--- src/rtl/ct_reader_pkg.sv ---
// Shared types and sizing for the cipher-text BRAM reader.
// Defaults describe the 128-bit AES block held one bit per address.
package ct_reader_pkg;

  localparam int CT_DATA_BITS = 128;
  localparam int CT_ADDR_W = 7;
  localparam int CT_BYTE_W = 8;

  localparam int NUM_BYTES = CT_DATA_BITS / CT_BYTE_W;
  localparam int PAIRS_PER_BYTE = CT_BYTE_W / 2;

  typedef enum logic [2:0] {
    IDLE,
    FETCH,
    DRAIN,
    SEND,
    FIN
  } state_e;

  function automatic int clog2_min1(input int v);
    return (v > 1) ? $clog2(v) : 1;
  endfunction

endpackage

--- src/rtl/ct_bram_reader_if.sv ---
// BRAM read ports (A even / B odd) plus the byte stream to UART TX.
// master = reader side, slave = memory and UART side.
interface ct_bram_reader_if
  import ct_reader_pkg::*;
#(
  parameter int ADDR_W = CT_ADDR_W,
  parameter int BYTE_W = CT_BYTE_W
);

  logic              ena;
  logic [ADDR_W-1:0] addra;
  logic              douta;
  logic              enb;
  logic [ADDR_W-1:0] addrb;
  logic              doutb;
  logic [BYTE_W-1:0] tx_data;
  logic              tx_valid;
  logic              tx_ready;

  modport master (
    output ena,
    output addra,
    input  douta,
    output enb,
    output addrb,
    input  doutb,
    output tx_data,
    output tx_valid,
    input  tx_ready
  );

  modport slave (
    input  ena,
    input  addra,
    output douta,
    input  enb,
    input  addrb,
    output doutb,
    input  tx_data,
    input  tx_valid,
    output tx_ready
  );

endinterface

--- src/rtl/ct_byte_packer.sv ---
// Two-bit-per-cycle left shift register feeding a byte holding register.
// The holding register parallel-loads either the shifted byte or an external value.
module ct_byte_packer
  import ct_reader_pkg::*;
#(
  parameter int BYTE_W = CT_BYTE_W
) (
  input  logic              clk,
  input  logic              reset,
  input  logic              clr,
  input  logic              shift,
  input  logic [1:0]        din,
  input  logic              ld,
  input  logic [BYTE_W-1:0] ld_val,
  output logic [BYTE_W-1:0] sreg_nxt,
  output logic [BYTE_W-1:0] dout
);

  logic [BYTE_W-1:0] sreg_q, sreg_d;
  logic [BYTE_W-1:0] dout_q, dout_d;

  always_ff @(posedge clk or posedge reset) begin
    if (reset) begin
      sreg_q <= '0;
      dout_q <= '0;
    end else begin
      sreg_q <= sreg_d;
      dout_q <= dout_d;
    end
  end

  always_comb begin
    sreg_nxt = {sreg_q[BYTE_W-3:0], din};
    sreg_d = sreg_q;
    dout_d = dout_q;
    if (clr) begin
      sreg_d = '0;
      dout_d = '0;
    end else begin
      if (shift) sreg_d = sreg_nxt;
      if (ld) dout_d = ld_val;
    end
  end

  assign dout = dout_q;

endmodule

--- src/rtl/ct_bram_reader.sv ---
// Reads the cipher-text BRAM two bits per cycle and streams bytes MSB-first.
// Define CT_READER_CHECKSUM_EN to append an XOR checksum byte after the data.
module ct_bram_reader
  import ct_reader_pkg::*;
#(
  parameter int DATA_BITS = CT_DATA_BITS,
  parameter int ADDR_W = CT_ADDR_W,
  parameter int BYTE_W = CT_BYTE_W,
  parameter int RD_LAT = 1
) (
  input  logic             clk,
  input  logic             reset,
  input  logic             start,
  ct_bram_reader_if.master bus,
  output logic             busy,
  output logic             done
);

  localparam int NB = DATA_BITS / BYTE_W;
  localparam int PPB = BYTE_W / 2;
  localparam int CW = $clog2(NB + 1);
  localparam int PW = clog2_min1(PPB);
  localparam int BW = ADDR_W + 1;
`ifdef CT_READER_CHECKSUM_EN
  localparam bit CSUM = 1'b1;
  localparam int LAST = NB;
`else
  localparam bit CSUM = 1'b0;
  localparam int LAST = NB - 1;
`endif

  if (RD_LAT != 1) begin : g_rd_lat_chk
    $error("ct_bram_reader: only RD_LAT=1 is supported");
  end
  if ((2 ** ADDR_W) < DATA_BITS) begin : g_addr_chk
    $error("ct_bram_reader: ADDR_W too small for DATA_BITS");
  end
  if ((DATA_BITS % BYTE_W) != 0) begin : g_byte_chk
    $error("ct_bram_reader: DATA_BITS must be a multiple of BYTE_W");
  end

  state_e state_q, state_d;
  logic [CW-1:0] byte_q, byte_d;
  logic [PW-1:0] pair_q, pair_d;
  logic [BW-1:0] bit_q, bit_d;

  logic issue;
  logic hs;
  logic clr;
  logic last_pair;
  logic last_byte;
  logic in_rng;
  logic shift_en;
  logic ld;
  logic [BYTE_W-1:0] sreg_nxt;
  logic [BYTE_W-1:0] ld_val;
  logic [BYTE_W-1:0] tx_byte;

  always_ff @(posedge clk or posedge reset) begin
    if (reset) begin
      state_q <= IDLE;
      byte_q <= '0;
      pair_q <= '0;
      bit_q <= '0;
    end else begin
      state_q <= state_d;
      byte_q <= byte_d;
      pair_q <= pair_d;
      bit_q <= bit_d;
    end
  end

  assign clr = (state_q == IDLE) && start;
  assign hs = (state_q == SEND) && bus.tx_ready;
  assign last_pair = (pair_q == PW'(PPB - 1));
  assign last_byte = (byte_q == CW'(LAST));
  assign in_rng = (bit_q < BW'(DATA_BITS));
  assign issue = (state_q == FETCH) && in_rng;

  always_comb begin
    state_d = state_q;
    unique case (state_q)
      IDLE: if (start) state_d = FETCH;
      FETCH: if (last_pair) state_d = DRAIN;
      DRAIN: state_d = SEND;
      SEND: begin
        if (hs) begin
          if (last_byte) state_d = FIN;
          else if (CSUM && (byte_q == CW'(NB - 1))) state_d = DRAIN;
          else state_d = FETCH;
        end
      end
      FIN: state_d = IDLE;
      default: state_d = IDLE;
    endcase
  end

  always_comb begin
    byte_d = byte_q;
    pair_d = pair_q;
    bit_d = bit_q;
    if (clr) begin
      byte_d = '0;
      pair_d = '0;
      bit_d = '0;
    end else begin
      if (state_q == FETCH) begin
        pair_d = last_pair ? '0 : pair_q + 1'b1;
      end
      if (issue) bit_d = bit_q + BW'(2);
      if (hs && !last_byte) byte_d = byte_q + 1'b1;
    end
  end

  // The pair issued last cycle is on douta/doutb now; DRAIN takes the 4th.
  assign shift_en = ((state_q == FETCH) && (pair_q != '0)) ||
                    (state_q == DRAIN);
  assign ld = (state_q == DRAIN);

`ifdef CT_READER_CHECKSUM_EN
  logic [BYTE_W-1:0] csum_q, csum_d;

  always_ff @(posedge clk or posedge reset) begin
    if (reset) csum_q <= '0;
    else csum_q <= csum_d;
  end

  always_comb begin
    csum_d = csum_q;
    if (clr) csum_d = '0;
    else if (hs && (byte_q < CW'(NB))) csum_d = csum_q ^ tx_byte;
  end

  always_comb begin
    ld_val = sreg_nxt;
    if (byte_q == CW'(NB)) ld_val = csum_q;
  end
`else
  always_comb begin
    ld_val = sreg_nxt;
  end
`endif

  ct_byte_packer #(
    .BYTE_W(BYTE_W)
  ) u_packer (
    .clk(clk),
    .reset(reset),
    .clr(clr),
    .shift(shift_en),
    .din({bus.douta, bus.doutb}),
    .ld(ld),
    .ld_val(ld_val),
    .sreg_nxt(sreg_nxt),
    .dout(tx_byte)
  );

  always_comb begin
    bus.ena = issue;
    bus.enb = issue;
    bus.addra = {bit_q[ADDR_W-1:1], 1'b0};
    bus.addrb = {bit_q[ADDR_W-1:1], 1'b1};
    bus.tx_data = tx_byte;
    bus.tx_valid = (state_q == SEND);
    busy = (state_q == FETCH) || (state_q == DRAIN) || (state_q == SEND);
    done = (state_q == FIN);
  end

endmodule

--- src/flat_wrapper.sv ---
// flat-port wrapper written by rule: the top's interface ports become plain ports
module ct_bram_reader_flat import ct_reader_pkg::*;
#(
  parameter int DATA_BITS = CT_DATA_BITS,
  parameter int ADDR_W = CT_ADDR_W,
  parameter int BYTE_W = CT_BYTE_W,
  parameter int RD_LAT = 1
)
  (clk, reset, start, busy, done, bus_ena, bus_addra, bus_douta, bus_enb, bus_addrb, bus_doutb, bus_tx_data, bus_tx_valid, bus_tx_ready);
  ct_bram_reader_if #(.ADDR_W(ADDR_W), .BYTE_W(BYTE_W)) bus_i ();
  input  logic clk;
  input  logic reset;
  input  logic start;
  output logic busy;
  output logic done;
  output wire logic [$bits(bus_i.ena)-1:0] bus_ena;
  output wire logic [$bits(bus_i.addra)-1:0] bus_addra;
  input wire logic [$bits(bus_i.douta)-1:0] bus_douta;
  output wire logic [$bits(bus_i.enb)-1:0] bus_enb;
  output wire logic [$bits(bus_i.addrb)-1:0] bus_addrb;
  input wire logic [$bits(bus_i.doutb)-1:0] bus_doutb;
  output wire logic [$bits(bus_i.tx_data)-1:0] bus_tx_data;
  output wire logic [$bits(bus_i.tx_valid)-1:0] bus_tx_valid;
  input wire logic [$bits(bus_i.tx_ready)-1:0] bus_tx_ready;
  assign bus_ena = bus_i.ena;
  assign bus_addra = bus_i.addra;
  assign bus_i.douta = bus_douta;
  assign bus_enb = bus_i.enb;
  assign bus_addrb = bus_i.addrb;
  assign bus_i.doutb = bus_doutb;
  assign bus_tx_data = bus_i.tx_data;
  assign bus_tx_valid = bus_i.tx_valid;
  assign bus_i.tx_ready = bus_tx_ready;
  ct_bram_reader #(.DATA_BITS(DATA_BITS), .ADDR_W(ADDR_W), .BYTE_W(BYTE_W), .RD_LAT(RD_LAT)) u_core (.clk(clk), .reset(reset), .start(start), .bus(bus_i), .busy(busy), .done(done));
endmodule
--- config.mk ---
export PLATFORM = sky130hd
export DESIGN_NAME = ct_bram_reader_flat
export DESIGN_NICKNAME = d
export VERILOG_FILES = /design/src/rtl/ct_reader_pkg.sv /design/src/rtl/ct_bram_reader_if.sv /design/src/rtl/ct_byte_packer.sv /design/src/rtl/ct_bram_reader.sv /design/src/flat_wrapper.sv
export SDC_FILE = /design/constraint.sdc
export NUM_CORES = 1
export LEC_CHECK = 0
export CAP_MARGIN = 20
export CORE_MARGIN = 2
export CORE_UTILIZATION = 55
export CTS_CLUSTER_DIAMETER = 40
export DETAILED_ROUTE_END_ITERATION = 12
export GPL_TIMING_DRIVEN = 0
export HOLD_SLACK_MARGIN = 0.1
export PLACE_DENSITY = 0.81
export SLEW_MARGIN = 10
export SYNTH_ARGS = -nofsm -noshare
export SYNTH_HDL_FRONTEND = slang
export SYNTH_HIERARCHICAL = 1
export SYNTH_SLANG_ARGS = --single-unit
--- constraint.sdc ---
create_clock -name clk -period 4.9 [get_ports clk]
set_input_delay 0.49 -clock clk [delete_from_list [all_inputs] [get_ports clk]]
set_output_delay 0.49 -clock clk [all_outputs]
set_load 0.005 [all_outputs]
==> flow_summary_export.csv, run 1 <==
group,metric,value,unit
pwr,power.switching,0.430,mW
clocking,cts-root-buf,"clkbuf_4",
final_layout,multi_input_area,697,µm²
synthesis,async_reset_ff_frac,1.00,
setup_path,criticalPathCategory,"reg -> out",
pwr,p_int,0.820,mW
synthesis,syn_inst,164,
timing,slew_viol_final,0,
route,drt_iter0_drc,40,
synthesis,synth_top_family_by_area,"simple AND/OR/NAND/NOR gates",
setup_path,crit_fanout,10,
synthesis,yosys.area_share.simple,0.195,
synthesis,synth_compound_area_frac,0.0383,
floorplanning,ioPinCount,33,
synthesis,synth_xor_area_frac,0,
route,vias_per_cell,5.20,
floorplanning,die_y,59.6,µm
setup_path,cp-start-kind,"flop",
pwr,p_leak,1.02,nW
timing,clock_skew,0.00728,ns
timing,setup_viol,0,
global_route,grt_pass1_vias,1177,
clocking,cts_htree_levels,2,
clocking,cts_hold_buf,0,
placed_design,place_congestion,0.792,
route,wl_per_cell,13.2,µm
synthesis,syn-cell-area,1700,µm²
route,routed_wl,3110,µm
synthesis,yosysSeqAreaShare,0.457,
global_route,grt_pass1_wl,5090,µm
placed_design,numPortBuffers,30,
synthesis,yosys.cell_types.count,35,
timing,finalWorstPathRequiredPeriod,2.48,ns
floorplanning,core_area,3000,µm²
synthesis,synth_area_leaders,"dfrtp_1, mux2i_1, buf_4",
clocking,clockBufferDepth,2,
synthesis,synth_edf_count,0,
synthesis,synthAdderAreaFrac,0.0368,
setup_path,required,4.41,ns
synthesis,synth-main-ff-cell,"dfrtp_1",
synthesis,ys_ff_latch,31,
global_route,grt_max_degree,18,
clocking,cts-resized-gates,0,
synthesis,syn-num-nets,175,
final_layout,area.growth.synth_to_final,24.2,%
pwr,switching_share,0.344,
pwr,power_density,592,nW/µm²
final_layout,fin_nets,212,
timing,fmax,403,MHz
setup_path,crit_arrival,1.99,ns
synthesis,synth_most_common_cell,"dfrtp_1",
floorplanning,start_util,0.566,
final_layout,final_layout_size_suffix_gt1_frac,0.193,
timing,fin_crit_sh,0.506,
clocking,cts_buffers,5,
clocking,clock_latency,0.32,ns
final_layout,antenna_cells,0,
global_route,track_usage,0.194,
setup_path,end_kind,"output port",
pwr,clockPowerShare,0.135,
timing,finalSetupTns,0,ns
clocking,clk_pin_slew_worst_paths,0.09,ns
synthesis,syn_area_per_cell,10.4,µm²
timing,relSlewSlack,0.560,
timing,rsz0062_at_grt,"false",
final_layout,nFillCells,256,
global_route,overflow,0,
placed_design,post-dp-hpwl,2370,µm
timing,worstMarginPinSlew,0.659,ns
final_layout,fin_util,0.703,
pwr,pwr-share-comb,0.512,
synthesis,synth_top_area_cell,"dfrtp_1",
clocking,cts_tree,"built",
run,maxCapViolations,0,
final_layout,regArea,776,µm²
synthesis,yosys.area.top_type_share,0.457,
route,firstDrtPassIters,4,
pwr,peakVddDrop,0.308,mV
floorplanning,dieArea,3550,µm²
synthesis,synth_mux_area_frac,0.135,
route,antenna_left,0,
floorplanning,dieWidth,59.6,µm
clocking,cts.sinks,31,
floorplanning,fp-row-count,20,
route,drc,0,
timing,hold_violations,0,
synthesis,ys_warn_count,6,
route,vias,1222,
global_route,antenna_found_initial,0,
worst_hold_path,worstHoldPathType,"reg -> reg",
clocking,postCtsSetupRepairBufs,0,
synthesis,synth_top_cells_by_count,"dfrtp_1, mux2i_1, nor2_1, buf_4, nand2_1",
pwr,pwr-share-seq,0.353,
outcome,outcome,"finished, final reports clean",
==> logic make-up (layout without fill, tap and decap cells) <==
family,after synthesis,count (layout)
simple gates,61,61
flops,31,31
fa+ha+maj,5,5
buf+inv,32,70
mux,23,23
other cells,2,2
compound gates,10,10
==> per-layer routing <==
layer	GRT usage	share of wire	wire, µm	up-vias
met1	0.243	0.44	1370	588
li1	-	-	-	605
met4	0.0698	0.013	39	0
met5	0	0	0	-
met2	0.316	0.51	1580	24
met3	0.0590	0.040	123	5
==> worst paths after layout <==
check / cells past startpoint / slack (ns) / to / startpoint
setup / recovery: 4 / 2.42 / bus_enb / u_core/state_q[2]
hold / removal: 1 / 0.47 / u_core/byte_q[3] / u_core/byte_q[3]
setup reg to reg: 5 / 3.17 / u_core/u_packer/dout[0] / u_core/state_q[1]
hold reg to reg: 1 / 0.47 / u_core/byte_q[3] / u_core/byte_q[3]
max in group asynchronous: 2 / 3.87 / u_core/byte_q[3] / reset
min in group asynchronous: 2 / 0.53 / u_core/u_packer/dout[6] / reset
==> stage by stage <==
stage / area [µm²] / cells / total power [mW] / hold WS (ns) / worst slack, ns
5_1_grt: 2110 / 235 / 1.34 / 0.507 / 2.33
6_report: 2110 / 235 / 1.25 / 0.473 / 2.42
3_5_place_dp: 2040 / 227 / 1.09 / 0.465 / 2.70
4_1_cts: 2110 / 235 / 1.26 / 0.478 / 2.41
3_3_place_gp: 2040 / 227 / 1.06 / 0.461 / 2.74
2_1_floorplan: 1700 / 164 / 0.831 / 0.379 / 3.31
==> power by group through the flow <==
stage / Combinational, mW / Sequential [mW] / Clock (mW)
final: 0.640 / 0.441 / 0.169
after global routing: 0.703 / 0.454 / 0.184
after CTS: 0.645 / 0.441 / 0.173
after detailed placement: 0.644 / 0.445 / 0
after global placement: 0.624 / 0.437 / 0
after floorplan: 0.404 / 0.427 / 0
==> state kept, by name (all words and copies together) (netlist names) <==
name and flops:
u_core/u_packer/sreg_q 6, u_core/bit_q 7, u_core/byte_q 5, u_core/u_packer/dout 8, u_core/state_q 3, u_core/pair_q 2
==> final cells by class <==
cell class                      instances  area share
Buffer                                 24      0.0931
Tap cell                               33      0.0196
Multi-Input combinational cell        101       0.330
Inverter                                8      0.0142
Timing Repair Buffer                   30       0.142
Clock buffer                            8      0.0326
Sequential cell                        31       0.368
==> placed cells by master (no fill, tap or decap), types with 2 or more instances in the layout <==
master	synthesis	layout
clkbuf_4	0	5
nand3_1	3	3
a22o_1	2	2
buf_6	5	5
nor2_1	22	22
a21oi_1	4	4
clkdlybuf4s50_1	0	30
nand2_1	17	17
nand2b_1	2	2
clkbuf_8	0	2
ha_1	5	5
buf_4	18	18
conb_1	2	2
inv_1	7	7
mux2i_1	23	23
nand3b_1	2	2
dfrtp_1	31	31
==> worst max-delay path: stages (launching register included) <==
cell and delay (ns):
dfrtp_1 0.41, buf_6 0.15, nor4b_4 0.45, buf_4 0.18, clkdlybuf4s50_1 0.48
No activity file was read; power rests on OpenSTA's default activity.
==> run 2: changes to the inputs <==
- CORE_UTILIZATION: 55 -> 51
- PLACE_DENSITY: 0.81 -> 0.76
- clock period: 4.9 -> 2.3 ns (I/O delays scaled with it)
==> run 2 against run 1 <==
Against the previous run:
- worst hold slack lost 0.21 ns
- setup slack lost 2.3 ns
- critical path depth is the same
- total power grew 120%
- largest cell class unchanged
- sequential share of layout area shrank 0.54 points
- highest routed layer unchanged
- critical path type unchanged
- routed wire length grew 3.5%
- clock power grew to 2.7 times the previous value
- clock skew is essentially flat
==> flow_summary_export.csv, run 2 (synthesized netlist as in run 1, its figures left out) <==
group,metric,value,unit
floorplanning,die_y,61.7,µm
setup_path,path_depth,4,
setup_path,crit_path_end,"bus_enb",
placed_design,numPortBuffers,30,
timing,rsz0062_at_grt,"false",
timing,setup_viol,0,
final_layout,fin_area,2140,µm²
setup_path,worst-path-buf-inv,3,
pwr,p_leak,1.03,nW
setup_path,crit_fanout,10,
route,vias_per_cell,5.13,
final_layout,final_layout_size_suffix_gt1_frac,0.198,
floorplanning,ioPinCount,33,
placed_design,postPlaceCellArea,2050,µm²
timing,relSlewSlack,0.553,
clocking,cts.sinks,31,
clocking,cts_buffers,5,
clocking,clk_pin_slew_worst_paths,0.10,ns
outcome,outcome,"finished, final reports clean",
setup_path,critPathTopFamily,"buffers and inverters",
worst_hold_path,worstHoldPathType,"in -> async",
placed_design,detailedPlace.worstSlack,0.390,ns
placed_design,post-dp-hpwl,2390,µm
run,maxCapViolations,0,
timing,post-route-worst-setup-slack,0.118,ns
route,antenna_left,0,
route,drc,0,
setup_path,critical_path.startpoint,"u_core/state_q[0]",
clocking,postCtsSetupRepairBufs,0,
setup_path,cp_cell_sequence,"buf_6 -> nor4b_4 -> buf_4 -> clkdlybuf4s50_1",
route,routed_wl,3220,µm
clocking,clockBufferDepth,2,
floorplanning,fp-row-count,20,
setup_path,critPathMaxStageDelay,0.48,ns
setup_path,end_kind,"output port",
setup_path,criticalPathCategory,"reg -> out",
timing,finalSetupTns,0,ns
timing,hold_violations,0,
final_layout,antenna_cells,0,
setup_path,reg2reg_from,"u_core/state_q[1]",
clocking,cts-root-buf,"clkbuf_4",
global_route,overflow,0,
global_route,grt_pass1_vias,1171,
route,drt_iter0_drc,55,
route,wl_per_cell,13.1,µm
setup_path,required,2.07,ns
timing,clock_skew,0.00759,ns
clocking,clock_latency,0.34,ns
setup_path,crit_slowest_cell,"clkdlybuf4s50_1",
pwr,p_total,2.77,mW
timing,worstMarginPinSlew,0.670,ns
global_route,antenna_found_initial,0,
setup_path,reg2reg_slack,0.59,ns
final_layout,nFillCells,280,
timing,slew_viol_final,0,
final_layout,final_common_cell,"dfrtp_1",
setup_path,rr_worst_depth,5,
global_route,grt_max_degree,18,
timing,fmax,458,MHz
floorplanning,dieArea,3810,µm²
final_layout,final_cell_mix,"dfrtp_1, clkdlybuf4s50_1, mux2i_1, nor2_1, buf_4",
route,vias,1262,
pwr,peakVddDrop,0.821,mV
timing,fin_crit_sh,0.949,
clocking,cts_hold_buf,0,
placed_design,place_congestion,0.853,
clocking,cts_htree_levels,2,
timing,finalWorstPathRequiredPeriod,2.18,ns
global_route,track_usage,0.196,
clocking,cts_tree,"built",
setup_path,r2r_end,"u_core/u_packer/dout[4]",
final_layout,largest_register_ffs,8,
route,firstDrtPassIters,4,
floorplanning,dieWidth,61.7,µm
final_layout,fin_nets,212,
setup_path,cp-start-kind,"flop",
clocking,cts-resized-gates,0,
final_layout,area.growth.synth_to_final,26.0,%
floorplanning,core_area,3100,µm²
floorplanning,start_util,0.548,
pwr,power_density,1290,nW/µm²
setup_path,crit_arrival,1.95,ns
global_route,grt_pass1_wl,5300,µm
==> run 2: area by class of cell <==
class	count	area [µm²]	share of cell area
plain buffers	24	196	0.0918
multi-input cells	101	697	0.326
clock inverters	2	35.0	0.0164
flip-flops and latches	31	776	0.362
clock buffers	6	51.3	0.0240
repair buffers	30	300	0.140
inverters	8	30.0	0.0140
well taps	44	55.1	0.0257
==> run 2: stage by stage <==
stage / hold WS, ns / cells / util
final: 0.259 / 246 / 0.690
after global routing: 0.285 / 246 / 0.690
after global placement: 0.455 / 238 / 0.662
after CTS: 0.260 / 246 / 0.690
after detailed placement: 0.476 / 238 / 0.662
after floorplan: 0.119 / 164 / -
==> run 2: report_power, final <==
group          internal [mW]  switching (mW)
registers              0.748           0.189
clock network          0.257           0.191
logic                  0.821           0.559
==> run 2: routing by layer <==
metal,wire (µm),GRT usage,share of wire
met1,1430,0.269,0.44
met2,1610,0.299,0.50
met3,142,0.0435,0.044
met4,36,0.0851,0.011
met5,0,0,0
==> run 2: worst min-delay path by stage <==
| stage | to | slack, ns | startpoint |
|---|---|---|---|
| finish | u_core/u_packer/sreg_q[5] | 0.26 | reset |
| global route | u_core/u_packer/sreg_q[5] | 0.28 | reset |
| CTS | u_core/u_packer/dout[3] | 0.26 | reset |
| detailed placement | u_core/byte_q[3] | 0.48 | u_core/byte_q[3] |
| global placement | u_core/byte_q[3] | 0.46 | u_core/byte_q[3] |
| floorplan | u_core/u_packer/dout[0] | 0.12 | reset |
==> run 2: worst reg2reg max path: cells and delay by family, from the launching register on <==
family	cells	cell delay (ns)
buffers and inverters	3	0.49
AND/OR/NAND/NOR	2	0.66
flip-flops	1	0.47
==> run 3: changes to the inputs <==
- CAP_MARGIN: 20 -> not set
- PLACE_DENSITY: 0.76 -> 0.8
==> run 3 against run 2 <==
Against the previous run:
- fmax grew 0.35%
- first-iteration DRC count shrank 5.5%
- non-clock buffer count is the same
- setup slack gained 0.0077 ns
- worst hold slack gained 0.018 ns
- largest cell class unchanged
==> flow_summary_export.csv, run 3 (synthesized netlist as in run 1, its figures left out) <==
group,metric,value,unit
pwr,switching_share,0.338,
route,vias_per_cell,5.11,
floorplanning,core_area,3100,µm²
global_route,antenna_found_initial,0,
pwr,pwr-share-seq,0.341,
clocking,cts_tree,"built",
clocking,cts_buffers,5,
setup_path,crit_arrival,1.94,ns
clocking,clockBufferDepth,2,
floorplanning,fp-row-count,20,
timing,slew_viol_final,0,
timing,clock_skew,0.0110,ns
timing,relSlewSlack,0.557,
setup_path,cp-start-kind,"flop",
pwr,power_density,1290,nW/µm²
setup_path,criticalPathCategory,"reg -> out",
global_route,grt_pass1_vias,1243,
timing,fin_crit_sh,0.945,
floorplanning,die_y,61.7,µm
setup_path,required,2.07,ns
route,drt_iter0_drc,52,
pwr,p_leak,1.03,nW
pwr,p_total,2.76,mW
timing,worstMarginPinSlew,0.663,ns
global_route,grt_max_degree,18,
final_layout,antenna_cells,0,
route,drc,0,
final_layout,fin_nets,212,
clocking,cts_htree_levels,2,
final_layout,final_layout_size_suffix_gt1_frac,0.198,
setup_path,end_kind,"output port",
clocking,clk_pin_slew_worst_paths,0.11,ns
outcome,outcome,"finished, final reports clean",
final_layout,largest_register_ffs,8,
route,routed_wl,3230,µm
final_layout,final_common_cell,"dfrtp_1",
timing,finalWorstPathRequiredPeriod,2.17,ns
final_layout,nFillCells,249,
placed_design,post-dp-hpwl,2370,µm
timing,fmax,460,MHz
final_layout,final_cell_mix,"dfrtp_1, clkdlybuf4s50_1, mux2i_1, nor2_1, buf_4",
placed_design,numPortBuffers,30,
clocking,postCtsSetupRepairBufs,0,
setup_path,reg2reg_from,"u_core/state_q[1]",
route,wl_per_cell,13.1,µm
clocking,cts_hold_buf,0,
global_route,track_usage,0.196,
floorplanning,dieArea,3810,µm²
pwr,pwr-share-comb,0.497,
timing,rsz0062_at_grt,"false",
final_layout,fin_util,0.690,
timing,fin_hold_ws,0.277,ns
pwr,p_int,1.82,mW
placed_design,place_congestion,0.828,
timing,finalSetupTns,0,ns
pwr,clockPowerShare,0.162,
clocking,clock_latency,0.33,ns
final_layout,stdcell_count,246,
setup_path,critical_path.startpoint,"u_core/state_q[1]",
route,antenna_left,0,
route,firstDrtPassIters,4,
worst_hold_path,worstHoldPathType,"in -> async",
setup_path,crit_fanout,7,
clocking,cts-resized-gates,0,
final_layout,area.growth.synth_to_final,26.0,%
timing,hold_violations,0,
run,maxCapViolations,0,
pwr,peakVddDrop,0.641,mV
floorplanning,dieWidth,61.7,µm
global_route,overflow,0,
global_route,grt_pass1_wl,5380,µm
route,vias,1256,
pwr,power.switching,0.931,mW
timing,setup_viol,0,
clocking,cts-root-buf,"clkbuf_4",
placed_design,dp.cells,238,
floorplanning,ioPinCount,33,
floorplanning,start_util,0.548,
clocking,cts.sinks,31,
## run 3: cell counts in the layout (fill, tap and decap cells not counted)
No cell type changed its count.
## run 3: critical path, stage by stage (launching register included)
cell	delay [ns]
dfrtp_1	0.49
nor4b_4	0.46
buf_4	0.18
clkdlybuf4s50_1	0.48
## run 3: final timing paths
| check | to | slack, ns | cells past startpoint |
|---|---|---|---|
| worst max-delay path | bus_enb | 0.13 | 3 |
| worst min-delay path | u_core/u_packer/sreg_q[4] | 0.28 | 2 |
| worst max register to register | u_core/u_packer/dout[5] | 0.56 | 5 |
| worst min register to register | u_core/byte_q[3] | 0.49 | 1 |
| max in group asynchronous | u_core/byte_q[3] | 1.53 | 2 |
| min in group clk | u_core/byte_q[3] | 0.49 | 1 |
## run 3: final cells by class
cell class,instances,area (µm²),area share
repair buffers,30,300,0.140
inverters,8,30.0,0.0140
clock buffers,6,51.3,0.0240
clock inverters,2,35.0,0.0164
well taps,44,55.1,0.0257
multi-input cells,101,697,0.326
plain buffers,24,196,0.0918
flip-flops and latches,31,776,0.362
## run 3: power groups by stage
stage               clock network (mW)  registers, mW  logic, mW
floorplan                            0          0.910      0.860
global placement                     0          0.932       1.33
detailed placement                   0          0.948       1.37
CTS                              0.459          0.939       1.38
global route                     0.474          0.968       1.52
finish                           0.446          0.941       1.37
## run 3: routing by layer
metal	share of wire	up-vias	global-route usage	wire length, µm
met5	0	-	0	0
met4	0.0074	0	0.0638	24
met3	0.039	2	0.0559	126
met2	0.49	24	0.322	1580
met1	0.46	623	0.251	1500
li1	-	607	-	-
## run 3: per-stage QoR
stage	cell area (µm²)	setup WS, ns
CTS	2140	0.0647
global placement	2050	0.399
detailed placement	2050	0.392
global route	2140	0.0107
floorplan	1700	0.758
finish	2140	0.126
==> RTL change 1: new RTL, flow settings as in run 2 <==
The 5 states of `state_e` get a Gray code encoding in 3 bits.
--- a/src/rtl/ct_reader_pkg.sv
+++ b/src/rtl/ct_reader_pkg.sv
@@ -10,11 +10,11 @@
   localparam int PAIRS_PER_BYTE = CT_BYTE_W / 2;
 
   typedef enum logic [2:0] {
-    IDLE,
-    FETCH,
-    DRAIN,
-    SEND,
-    FIN
+    IDLE  = 3'b000,
+    FETCH = 3'b001,
+    DRAIN = 3'b011,
+    SEND  = 3'b010,
+    FIN   = 3'b110
   } state_e;
 
   function automatic int clog2_min1(input int v);
Behaviour: same outputs for any inputs over 10 cycles, from zero or initial values and one cycle with reset high; not proved beyond that.
==> RTL change 1 against run 2 <==
- count of clock-buffer cells in the layout did not move
- critical path depth rose by 2
- register-to-register slack got worse by 0.41 ns
- design area fell by 3.4%
- synthesized area fell by 3.5%
- setup slack improved by 0.060 ns
- sequential share of layout area rose by 1.3 points
- total power fell by 14%
- sequential cell count did not move
- wire length fell by 3.2%
- global-route usage fell by 0.65 points
- sequential power fell by 4.7%
- worst hold slack improved by 0.019 ns
- fmax rose by 2.8%
- highest routed layer unchanged
==> RTL change 1: results (changes against run 2) <==
Synthesis
  – Synth cell types: 29 (-17%)
  – Sequential area share after synthesis: 0.473 (+0.0164)
  – Synth cell count leaders: dfrtp_1, nor2_1, mux2i_1
  – Post-synth top area share: 0.473 (+0.0164)
  – Area contributors post-synth: dfrtp_1, mux2i_1, buf_4
  – Mapped Nets: 176 (+0.57%)

Finish
  – Filler Cell Count: 253 (-9.6%)
  – Share of cells above drive strength 1: 0.173 (-0.0248)
  – Final #Nets: 214 (+0.94%)

Placement
  – Place WS: 0.0758 ns (-0.315 ns)
  – Detailed placer's ending HPWL: 2210 um (-7.7%)
  – Gpl congestion: 0.743 (-13%)

Global route
  – Met1 Track Usage GR: 0.235 (-0.0348)
  – Tot GR Track Use: 0.189 (-0.00650)
  – Met2 global-route usage: 0.313 (+0.0141)
  – Vias in the first global route: 1214 (+3.7%)
  – Grt met3 use: 0.0384 (-0.00510)
  – First-pass GRT wire length: 5140 um (-3.0%)

Worst setup path
  – Max FO, Critical Path: 10 (unchanged)
  – Crit path DAT: 2.33 ns (+0.38 ns)
  – R2r startpoint: u_core/state_q[0]
  – Crit path launch: u_core/state_q[0]

Status
  – Status: finished clean

Power and ir drop
  – Leakage: 0.983 nW (-4.2%)
  – Max VDD drop: 0.672 mV (-18%)

Routing
  – Initial DRC Count: 41 (-25%)
  – Vias per std cell: 5.01 (-2.3%)
  – DR WL/cell: 12.7 um (-3.2%)

Clocking
  – Clk_lat worst skew: 0.32 ns (-0.02 ns)

STA
  – Max Clock Skew: 0.00151 ns (-0.00608 ns)
  – Worst slew pin tran: 0.675 ns (+0.00484 ns)

Run
  – Max_cap viols: 0 (unchanged)
-- RTL change 1: logic make-up after synthesis --
family          Yosys count  synth area share
mux                      18             0.110
buf+inv                  34             0.132
flops                    31             0.473
simple gates             56             0.172
other cells               2           0.00458
compound gates           17            0.0625
fa+ha+maj                 6            0.0458
-- RTL change 1: path summary, 6_finish.rpt --
path                                           end  slack, ns  depth (start not counted)
setup / recovery           u_core/u_packer/dout[1]       0.18                          6
hold / removal             u_core/u_packer/dout[7]       0.28                          2
setup reg to reg           u_core/u_packer/dout[1]       0.18                          6
hold reg to reg                   u_core/byte_q[3]       0.48                          1
max in group asynchronous          u_core/bit_q[2]       1.53                          2
min in group clk                  u_core/byte_q[3]       0.48                          1
-- RTL change 1: power breakdown --
group	internal [W]	leakage (nW)	switching [W]
sequential	0.000731	0.408	0.000162
combinational	0.000681	0.541	0.000489
clock	0.000141	0.0341	0.000171
-- RTL change 1: per-layer routing --
| metal | part of all wire | wire (um) |
|---|---|---|
| met5 | 0 | 0 |
| met1 | 0.46 | 1430 |
| met2 | 0.49 | 1540 |
| met3 | 0.035 | 108 |
| met4 | 0.012 | 37 |
-- RTL change 1: worst max-delay path: stages (launching register included) --
cell and delay, ns:
dfrtp_1 0.41, clkbuf_1 0.21, or4b_2 0.64, clkbuf_1 0.24, inv_2 0.20, buf_2 0.24, nor2_1 0.08
-- RTL change 1: area by class of cell --
type                    count  area (um^2)  area share
well taps                  44         55.1      0.0266
clock inverters             1         5.00     0.00242
flip-flops and latches     31          776       0.375
repair buffers             31          305       0.148
clock buffers               6         51.3      0.0248
plain buffers              24          185      0.0896
multi-input cells          99          652       0.315
inverters                  10         37.5      0.0182
-- RTL change 1: stage by stage --
stage / cells / util / hold WS, ns / total power (W) / cell area (um^2)
floorplan: 164 / - / 0.119 / 0.00156 / 1640
global placement: 238 / 0.654 / 0.454 / 0.00199 / 2000
detailed placement: 238 / 0.654 / 0.465 / 0.00204 / 2000
CTS: 246 / 0.677 / 0.290 / 0.00239 / 2070
global route: 246 / 0.677 / 0.330 / 0.00255 / 2070
finish: 246 / 0.677 / 0.278 / 0.00238 / 2070
-- RTL change 1: what timing repair did --
action | 4_1_cts | 5_1_grt
cloned | 0 | 0
resized for setup | 6 | 1
setup buffers | 1 | 0
pin swaps | 0 | 0
setup endpoints to repair | 2 | 10
==> RTL change 2: new RTL, config.mk and constraints of run 2 <==
Without the edit above. Build with the macro `CT_READER_CHECKSUM_EN` defined.
--- a/src/rtl/ct_bram_reader.sv
+++ b/src/rtl/ct_bram_reader.sv
@@ -1,5 +1,7 @@
 // Reads the cipher-text BRAM two bits per cycle and streams bytes MSB-first.
 // Define CT_READER_CHECKSUM_EN to append an XOR checksum byte after the data.
+`define CT_READER_CHECKSUM_EN
+
 module ct_bram_reader
   import ct_reader_pkg::*;
 #(
Check against the original RTL: same outputs for any inputs over 10 cycles, from zero or initial values and one cycle with reset high; that may be too few to reach the edited logic, so the function may still have changed.
==> RTL change 2 against run 2 <==
- setup slack got worse by 0.040 ns
- total power increased by 20%
- die area grew 27%
- sequential cell count grew 8
- highest routed layer unchanged
- critical endpoint unchanged
- first-iteration DRC count increased by 65%
- critical path depth increased by 1
- utilization down 3.1 points
- sequential power grew 30%
- synthesized area is 30% higher
- design area grew 26%
- wire length is 43% higher
- via count is 39% higher
==> RTL change 2: results (changes against run 2) <==
Finish
  – Area of the multi-input gates: 972 um^2 (+39%)
  – Nonclk inv count: 15 (+7)
  – Clk cell area share: 0.0302 (-0.0101)
  – Share of cells above drive strength 1: 0.141 (-0.0572)
  – Filler Cell Count: 366 (+31%)
  – Non-clk bufs: 62 (+15%)
  – FF+latch area: 977 um^2 (+26%)
  – Non-clock buffering overhead: 0.201 (-0.0313)
  – CLK BUF: 7 (+1)
  – #MultiIn Comb: 153 (+51%)
  – Final #Nets: 288 (+36%)
  – Final non-filler cell total: 327 (+33%)

Worst setup path
  – Crit path DAT: 1.99 ns (+0.04 ns)
  – Worst r2r path cells: 6 (+1)
  – FF-to-FF End: u_core/u_packer/dout[1]
  – R2r setup slk: 0.19 ns (-0.40 ns)

STA
  – Final hold slack: 0.195 ns (-0.0642 ns)
  – Max Clock Skew: 0.00446 ns (-0.00313 ns)
  – Rel. slew slack: 0.631 (+0.0775)

Power and ir drop
  – Leakage: 1.27 nW (+23%)
  – Max VDD drop: 0.628 mV (-24%)
  – Power Density: 1230 nW/um^2 (-4.7%)

Routing
  – DR WL met3: 189 um (+33%)
  – Met1 Wirelength: 2070 um (+44%)
  – Wire length on met2: 2290 um (+43%)
  – Vias per std cell: 5.37 (+4.7%)
  – Initial DRC Count: 91 (+65%)
  – DRT Wirelength: 4590 um (+43%)

Synthesis
  – Syn avg cell area: 9.29 um^2 (-10%)
  – Sequential area share after synthesis: 0.443 (-0.0131)
  – Synth cell count leaders: dfrtp_1, nand2_1, mux2i_1
  – Area contributors post-synth: dfrtp_1, mux2i_1, nand2_1
  – Synth cell types: 40 (+14%)
  – Mapped Nets: 249 (+42%)
  – Post-Syn Area: 2200 um^2 (+30%)

Placement
  – Gpl congestion: 0.826 (-3.2%)
  – Placement Cell Area: 2560 um^2 (+25%)
  – Placed Cells incl. Taps: 317 (+33%)
  – Detailed placer's ending HPWL: 3130 um (+31%)

Clocking
  – Clk sink count: 39 (+26%)
  – CTS H-tree depth: 2 (unchanged)
  – Root buffer cell: clkbuf_8
  – Clock slew at reported path FFs: 0.07 ns (-0.03 ns)

Global route
  – Grt met3 use: 0.0494 (+0.00594)
  – Tot GR Track Use: 0.203 (+0.00683)
  – Vias in the first global route: 1788 (+53%)
  – Met2 global-route usage: 0.344 (+0.0448)
  – Met1 Track Usage GR: 0.258 (-0.0115)

Status
  – Status: finished clean
==> RTL change 2: cell types whose count changed after synthesis, moves of 3 or more <==
| cell | change |
|---|---|
| buf_6 | -3 |
| nand3_1 | +9 |
| a31o_2 | +3 |
| inv_1 | +7 |
| nand2_1 | +18 |
| o21ai_0 | +5 |
| buf_2 | +3 |
| a21oi_1 | +4 |
| clkbuf_1 | +6 |
| dfrtp_1 | +8 |
==> RTL change 2: power by group <==
part           switching (W)  total (W)  internal (W)
registers           0.000254    0.00122      0.000971
logic               0.000705    0.00164      0.000932
clock network       0.000238   0.000451      0.000213
total                0.00120    0.00331       0.00212
==> RTL change 2: timing repair <==
| item | in CTS | in global routing |
|---|---|---|
| pin swaps | 0 | 1 |
| setup endpoints to repair | 1 | 2 |
| gates resized for setup | 1 | 6 |
| setup buffers | 1 | 0 |
==> RTL change 2: cell families (layout without fill, tap and decap cells) <==
| logic type | after synthesis | after routing | synth area share |
|---|---|---|---|
| compound gates | 28 | 28 | 0.0858 |
| xor+xnor | 2 | 2 | 0.00796 |
| fa+ha+maj | 6 | 6 | 0.0341 |
| buf+inv | 45 | 85 | 0.115 |
| flops | 39 | 39 | 0.443 |
| mux | 26 | 26 | 0.119 |
| other cells | 2 | 2 | 0.00341 |
| simple gates | 89 | 89 | 0.192 |
==> RTL change 2: critical path, cell delays in order, from the launching register on <==
cell and delay (ns):
dfrtp_1 0.38, or4b_1 0.53, buf_6 0.16, inv_4 0.06, buf_4 0.09, clkdlybuf4s50_1 0.48
==> RTL change 2: through the flow <==
step                setup slack (ns)  utilization
floorplan                      0.522            -
global placement              0.0108        0.627
detailed placement            0.0131        0.627
CTS                           0.0288        0.649
global route                  0.0202        0.659
finish                        0.0778        0.659
